### config.mk
export PLATFORM = sky130hd
export DESIGN_NAME = riscv_fpu_cmpl_buffer
export DESIGN_NICKNAME = d
export VERILOG_FILES = /design/src/rtl/riscv_fpu_cmpl_buffer.sv
export SDC_FILE = /design/constraint.sdc
export NUM_CORES = 1
export LEC_CHECK = 0
export CAP_MARGIN = 30
export CORE_ASPECT_RATIO = 0.6
export CORE_UTILIZATION = 42
export DETAILED_ROUTE_END_ITERATION = 8
export PLACE_DENSITY = 0.66
export SETUP_SLACK_MARGIN = 0.05
export SYNTH_ARGS = -nofsm -noshare
export SYNTH_HDL_FRONTEND = slang
export SYNTH_SLANG_ARGS = --single-unit
### constraint.sdc
create_clock -name clk_i -period 8.55 [get_ports clk_i]
set_input_delay 1.2825 -clock clk_i [delete_from_list [all_inputs] [get_ports clk_i]]
set_output_delay 1.2825 -clock clk_i [all_outputs]
set_load 0.02 [all_outputs]
### src/rtl/riscv_fpu_cmpl_buffer.sv
// In-order completion buffer between FPU issue and writeback.
// Optional zero-latency head bypass: define RISCV_FPU_CMPL_BYPASS_EN.
module riscv_fpu_cmpl_buffer #(
    parameter int DATA_WIDTH     = 32,
    parameter int DEPTH          = 4,
    parameter int REG_ADDR_WIDTH = 5,
    localparam int TAG_WIDTH     = $clog2(DEPTH)
) (
    input  logic                      clk_i,
    input  logic                      rst_i,
    input  logic                      flush_i,
    input  logic                      issue_valid_i,
    output logic                      issue_ready_o,
    input  logic [REG_ADDR_WIDTH-1:0] issue_rd_addr_i,
    output logic [TAG_WIDTH-1:0]      issue_tag_o,
    input  logic                      cmpl_valid_i,
    input  logic [TAG_WIDTH-1:0]      cmpl_tag_i,
    input  logic [DATA_WIDTH-1:0]     cmpl_data_i,
    input  logic                      cmpl_error_i,
    output logic                      cmpl_spurious_o,
    output logic                      rsp_valid_o,
    input  logic                      rsp_ready_i,
    output logic [DATA_WIDTH-1:0]     rsp_data_o,
    output logic                      rsp_error_o,
    output logic [REG_ADDR_WIDTH-1:0] rsp_rd_addr_o,
    output logic [TAG_WIDTH:0]        count_o
);

    localparam int PW = TAG_WIDTH + 1;

    logic [PW-1:0]             head_q, head_d;
    logic [PW-1:0]             tail_q, tail_d;
    logic [DEPTH-1:0]          alloc_q, alloc_d;
    logic [DEPTH-1:0]          done_q, done_d;
    logic [DEPTH-1:0]          err_q, err_d;
    logic [DATA_WIDTH-1:0]     data_q [DEPTH];
    logic [DATA_WIDTH-1:0]     data_d [DEPTH];
    logic [REG_ADDR_WIDTH-1:0] rd_q [DEPTH];
    logic [REG_ADDR_WIDTH-1:0] rd_d [DEPTH];
    logic                      spur_q, spur_d;

    logic [TAG_WIDTH-1:0] head_idx;
    logic [TAG_WIDTH-1:0] tail_idx;
    logic                 full;
    logic                 issue_fire;
    logic                 cmpl_ok;
    logic                 cmpl_store;
    logic                 head_done;
    logic                 retire;
    logic                 rsp_valid;
    logic [DATA_WIDTH-1:0] rsp_data;
    logic                 rsp_error;

    assign head_idx   = head_q[TAG_WIDTH-1:0];
    assign tail_idx   = tail_q[TAG_WIDTH-1:0];
    // Same slot index with differing wrap bits means every slot is taken.
    assign full       = (head_idx == tail_idx) &&
                        (head_q[TAG_WIDTH] != tail_q[TAG_WIDTH]);
    assign issue_fire = issue_valid_i & ~full;
    assign cmpl_ok    = cmpl_valid_i & alloc_q[cmpl_tag_i] & ~done_q[cmpl_tag_i];
    assign head_done  = alloc_q[head_idx] & done_q[head_idx];

`ifdef RISCV_FPU_CMPL_BYPASS_EN
    logic byp;
    // A fresh result for the head slot is forwarded straight to writeback.
    assign byp        = cmpl_ok & ~flush_i & (cmpl_tag_i == head_idx);
    assign rsp_valid  = head_done | byp;
    assign rsp_data   = byp ? cmpl_data_i : data_q[head_idx];
    assign rsp_error  = byp ? cmpl_error_i : err_q[head_idx];
    // A forwarded result that retires at once never needs to be stored.
    assign cmpl_store = cmpl_ok & ~(byp & rsp_ready_i);
`else
    assign rsp_valid  = head_done;
    assign rsp_data   = data_q[head_idx];
    assign rsp_error  = err_q[head_idx];
    assign cmpl_store = cmpl_ok;
`endif

    assign retire = rsp_valid & rsp_ready_i & ~flush_i;

    assign issue_ready_o   = ~full;
    assign issue_tag_o     = tail_idx;
    assign count_o         = tail_q - head_q;
    assign cmpl_spurious_o = spur_q;
    assign rsp_valid_o     = rsp_valid;
    assign rsp_data_o      = rsp_valid ? rsp_data : '0;
    assign rsp_error_o     = rsp_valid ? rsp_error : 1'b0;
    assign rsp_rd_addr_o   = rsp_valid ? rd_q[head_idx] : '0;

    // Next-state: flush wipes everything, otherwise complete/retire/issue.
    always_comb begin
        head_d  = head_q;
        tail_d  = tail_q;
        alloc_d = alloc_q;
        done_d  = done_q;
        err_d   = err_q;
        data_d  = data_q;
        rd_d    = rd_q;
        spur_d  = cmpl_valid_i & ~cmpl_ok & ~flush_i;
        if (flush_i) begin
            head_d  = '0;
            tail_d  = '0;
            alloc_d = '0;
            done_d  = '0;
        end else begin
            if (cmpl_store) begin
                done_d[cmpl_tag_i] = 1'b1;
                data_d[cmpl_tag_i] = cmpl_data_i;
                err_d[cmpl_tag_i]  = cmpl_error_i;
            end
            if (retire) begin
                alloc_d[head_idx] = 1'b0;
                done_d[head_idx]  = 1'b0;
                head_d            = head_q + PW'(1);
            end
            if (issue_fire) begin
                alloc_d[tail_idx] = 1'b1;
                done_d[tail_idx]  = 1'b0;
                rd_d[tail_idx]    = issue_rd_addr_i;
                tail_d            = tail_q + PW'(1);
            end
        end
    end

    // State registers with asynchronous clear.
    always_ff @(posedge clk_i or posedge rst_i) begin
        if (rst_i) begin
            head_q  <= '0;
            tail_q  <= '0;
            alloc_q <= '0;
            done_q  <= '0;
            err_q   <= '0;
            data_q  <= '{default: '0};
            rd_q    <= '{default: '0};
            spur_q  <= 1'b0;
        end else begin
            head_q  <= head_d;
            tail_q  <= tail_d;
            alloc_q <= alloc_d;
            done_q  <= done_d;
            err_q   <= err_d;
            data_q  <= data_d;
            rd_q    <= rd_d;
            spur_q  <= spur_d;
        end
    end

endmodule

==> results.sh <==
export IMPL_first_iter_violations=212
export IMPL_grt_pass1_vias=4931
export IMPL_status="finished with violations"
export IMPL_initial_utilization_pct=43.47
export IMPL_syn_area_um2=7956
export IMPL_grt_pass1_wl_um=27240
export IMPL_vias=4608
export IMPL_cts_resized=0
export IMPL_ios=92
export IMPL_slew_violations=0
export IMPL_hp_class="reg2reg"
export IMPL_crit_type="reg2out"
export IMPL_route_detailed_drc=5
export IMPL_p_leak_nw=4.330
export IMPL_finalCriticalPeriod_ps=4152
export IMPL_final_core_util_pct=52.95
export IMPL_cap_viol_max_count=0
export IMPL_max_freq_mhz=240.8
export IMPL_dieArea_um2=19520
export IMPL_arrival_ps=2870
export IMPL_synthFlopType="dfrtp_1"
export IMPL_endpoint="rsp_data_o[19]"
export IMPL_rows=38
export IMPL_tightest_slew_ps=981.5
export IMPL_postSynth_asyncResetShare_pct=100.0
export IMPL_yosys_top_cells_area="dfrtp_1, mux2_2, mux4_2, mux2_4, nor2b_1"
export IMPL_vias_per_cell=5.333
export IMPL_globalplace_congestion=0.8005
export IMPL_power_frac_comb_pct=15.7
export IMPL_power_frac_seq_pct=47.2
export IMPL_power_internal_mw=1.678
export IMPL_worstPathRequired_ps=7270
export IMPL_period_share_pct=48.56
export IMPL_r2r_start="head_q[0]"
export IMPL_synth_cells=527
export IMPL_numCtsBuffers=17
export IMPL_vdd_drop_max_mv=0.1587
export IMPL_grt_remaining_overflow=0
export IMPL_setup_tns_ps=0
export IMPL_cts_hold_buf=0
export IMPL_htree_levels=4
export IMPL_synthDistinctLibCells=42
export IMPL_die_h_um=108.6
export IMPL_synth_top_cell_area_share_pct=52.52
export IMPL_synth_edf_count=0
export IMPL_numPortBuffers=91
export IMPL_fp_dieW_um=179.7
export IMPL_slew_headroom_pct=34.34
export IMPL_clk_insertion_delay_late_ps=420
export IMPL_clk_pin_slew_ps=70
export IMPL_pre_cts_ws_ps=4643
export IMPL_antenna_found_initial=0
export IMPL_wirelength_um=16890
export IMPL_fin_cells=864
export IMPL_post_cts_setup_buffer_count=0
export IMPL_hpwl_um=10650
export IMPL_ys_top_cells_by_count="dfrtp_1, mux2_2, mux4_2"
export IMPL_cp_end_kind="output port"
export IMPL_num_antenna_cells=0
export IMPL_wl_per_cell_um=19.55
export IMPL_syn_nets=584
export IMPL_p_clk_share_pct=37.1
export IMPL_start_kind="flip-flop"
export IMPL_cts_root_buf="clkbuf_16"
export IMPL_worstPathMaxFanout=35
export IMPL_power_per_cell_area_nw_per_um2=226.0
export IMPL_synth_warnings=0
export IMPL_rr_worst_depth=5
export IMPL_rsz0062_at_grt="no"
export IMPL_cts_tree="yes"
export IMPL_p_sw_share_pct=23.40
export IMPL_setup_slack_ps=4398
export IMPL_fin_nets=668
export IMPL_hold_ws_ps=500.9
export IMPL_grt_max_degree=85
export IMPL_reg2reg_slack_ps=5600
export IMPL_clock_skew_final_ps=12.36
export IMPL_syn2layout_area_growth_pct=21.81
export IMPL_switchingPower_uw=512.7
export IMPL_dp_cells=832
export IMPL_cts_buffer_depth=2
export IMPL_crit_start="head_q[1]"
export IMPL_finalHoldViolCount=0
export IMPL_synth_seq_cells=167
export IMPL_yosysSeqAreaShare_pct=52.52
export IMPL_violations="DRC"
export IMPL_synth_avg_cell_area_um2=15.10
export IMPL_r2r_end="rd_q[10]"
export IMPL_ant_nets=0
export IMPL_coreArea_um2=18310
export IMPL_synth_largest_area_cell="dfrtp_1"
export IMPL_first_pass_iters=6
export IMPL_drive_gt1_share_pct=38.14
export IMPL_numClockSinks=167
export IMPL_setup_viol=0
export IMPL_grt_use_total_pct=18.54
export IMPL_yosysMostFrequentCell="dfrtp_1"
cell families after synthesis:
kind of cell	share of synthesized area, %
DFF	52.52
xor gates and xnor gates	0.5505
AOI/OAI and AO/OA	1.871
muxes	34.38
and+or+nand+nor	5.771
adders and majority gates	1.824
buffers and inverters	3.082
metrics by stage:
stage | area, um^2 | total power, mW
after floorplan | 7956 | 1.290
after global placement | 9021 | 1.366
after detailed placement | 9061 | 1.394
after CTS | 9692 | 2.213
after global routing | 9692 | 2.297
final | 9692 | 2.191
cell usage in the layout (no fill, tap or decap), types with 2 or more instances in the layout:
cell / n
a21oi_1: 3
a31oi_1: 2
buf_12: 2
buf_4: 5
bufinv_16: 3
clkbuf_16: 17
clkbuf_8: 3
clkdlybuf4s50_1: 91
clkinv_4: 4
dfrtp_1: 165
dfrtp_2: 2
ha_1: 10
inv_1: 11
inv_6: 4
mux2_2: 122
mux2_4: 30
mux4_2: 40
nand2_1: 15
nand2b_1: 4
nand3_1: 2
nor2_1: 9
nor2b_1: 39
nor3_1: 4
o21ai_0: 7
o2bb2ai_1: 2
or3_1: 2
xnor2_1: 3
xor2_1: 2
worst max-delay path, cell delays in order (launching register included):
cell and delay, ps:
dfrtp_2 410, inv_2 110, mux4_2 730, buf_12 260
nor2b_1 250, clkdlybuf4s50_1 670
registers in the layout, summed over array words and instances, names as in the netlist:
name,count
done_q,4
tail_q,3
data_q,128
rd_q,20
err_q,4
cmpl_spurious_o,1
alloc_q,4
head_q,3
power by group through the flow:
stage,registers [mW],logic (mW),clock network (mW)
6_report,1.03,0.345,0.812
5_1_grt,1.05,0.373,0.870
4_1_cts,1.03,0.349,0.830
3_5_place_dp,1.05,0.348,0
3_3_place_gp,1.03,0.331,0
2_1_floorplan,1.02,0.271,0
area by class of cell:
class / instances / area, um^2
fillers: 1494 / 8613
flip-flops and latches: 167 / 4182
multi-input cells: 314 / 3537
repair buffers: 98 / 988.4
clock buffers: 20 / 466.7
well taps: 240 / 300.3
clock inverters: 12 / 163.9
inverters: 13 / 53.80
how the worst min path moves through the flow:
stage	slack, ps	cells past startpoint	end	from
after floorplan	470	1	data_q[32]	data_q[32]
after global placement	480	1	data_q[41]	data_q[41]
after detailed placement	490	1	data_q[98]	data_q[98]
after CTS	500	1	rd_q[12]	rd_q[12]
after global routing	510	1	data_q[10]	data_q[10]
final	500	1	data_q[47]	data_q[47]
routing by layer:
layer | up-vias | share of wire (%) | GRT usage, %
met3 | 11 | 5.9 | 5.411
met2 | 118 | 46 | 28.77
met5 | - | 0 | 0
li1 | 2087 | - | -
met1 | 2392 | 47 | 25.73
met4 | 0 | 0.63 | 4.741
(Power assumes the default switching activity.)
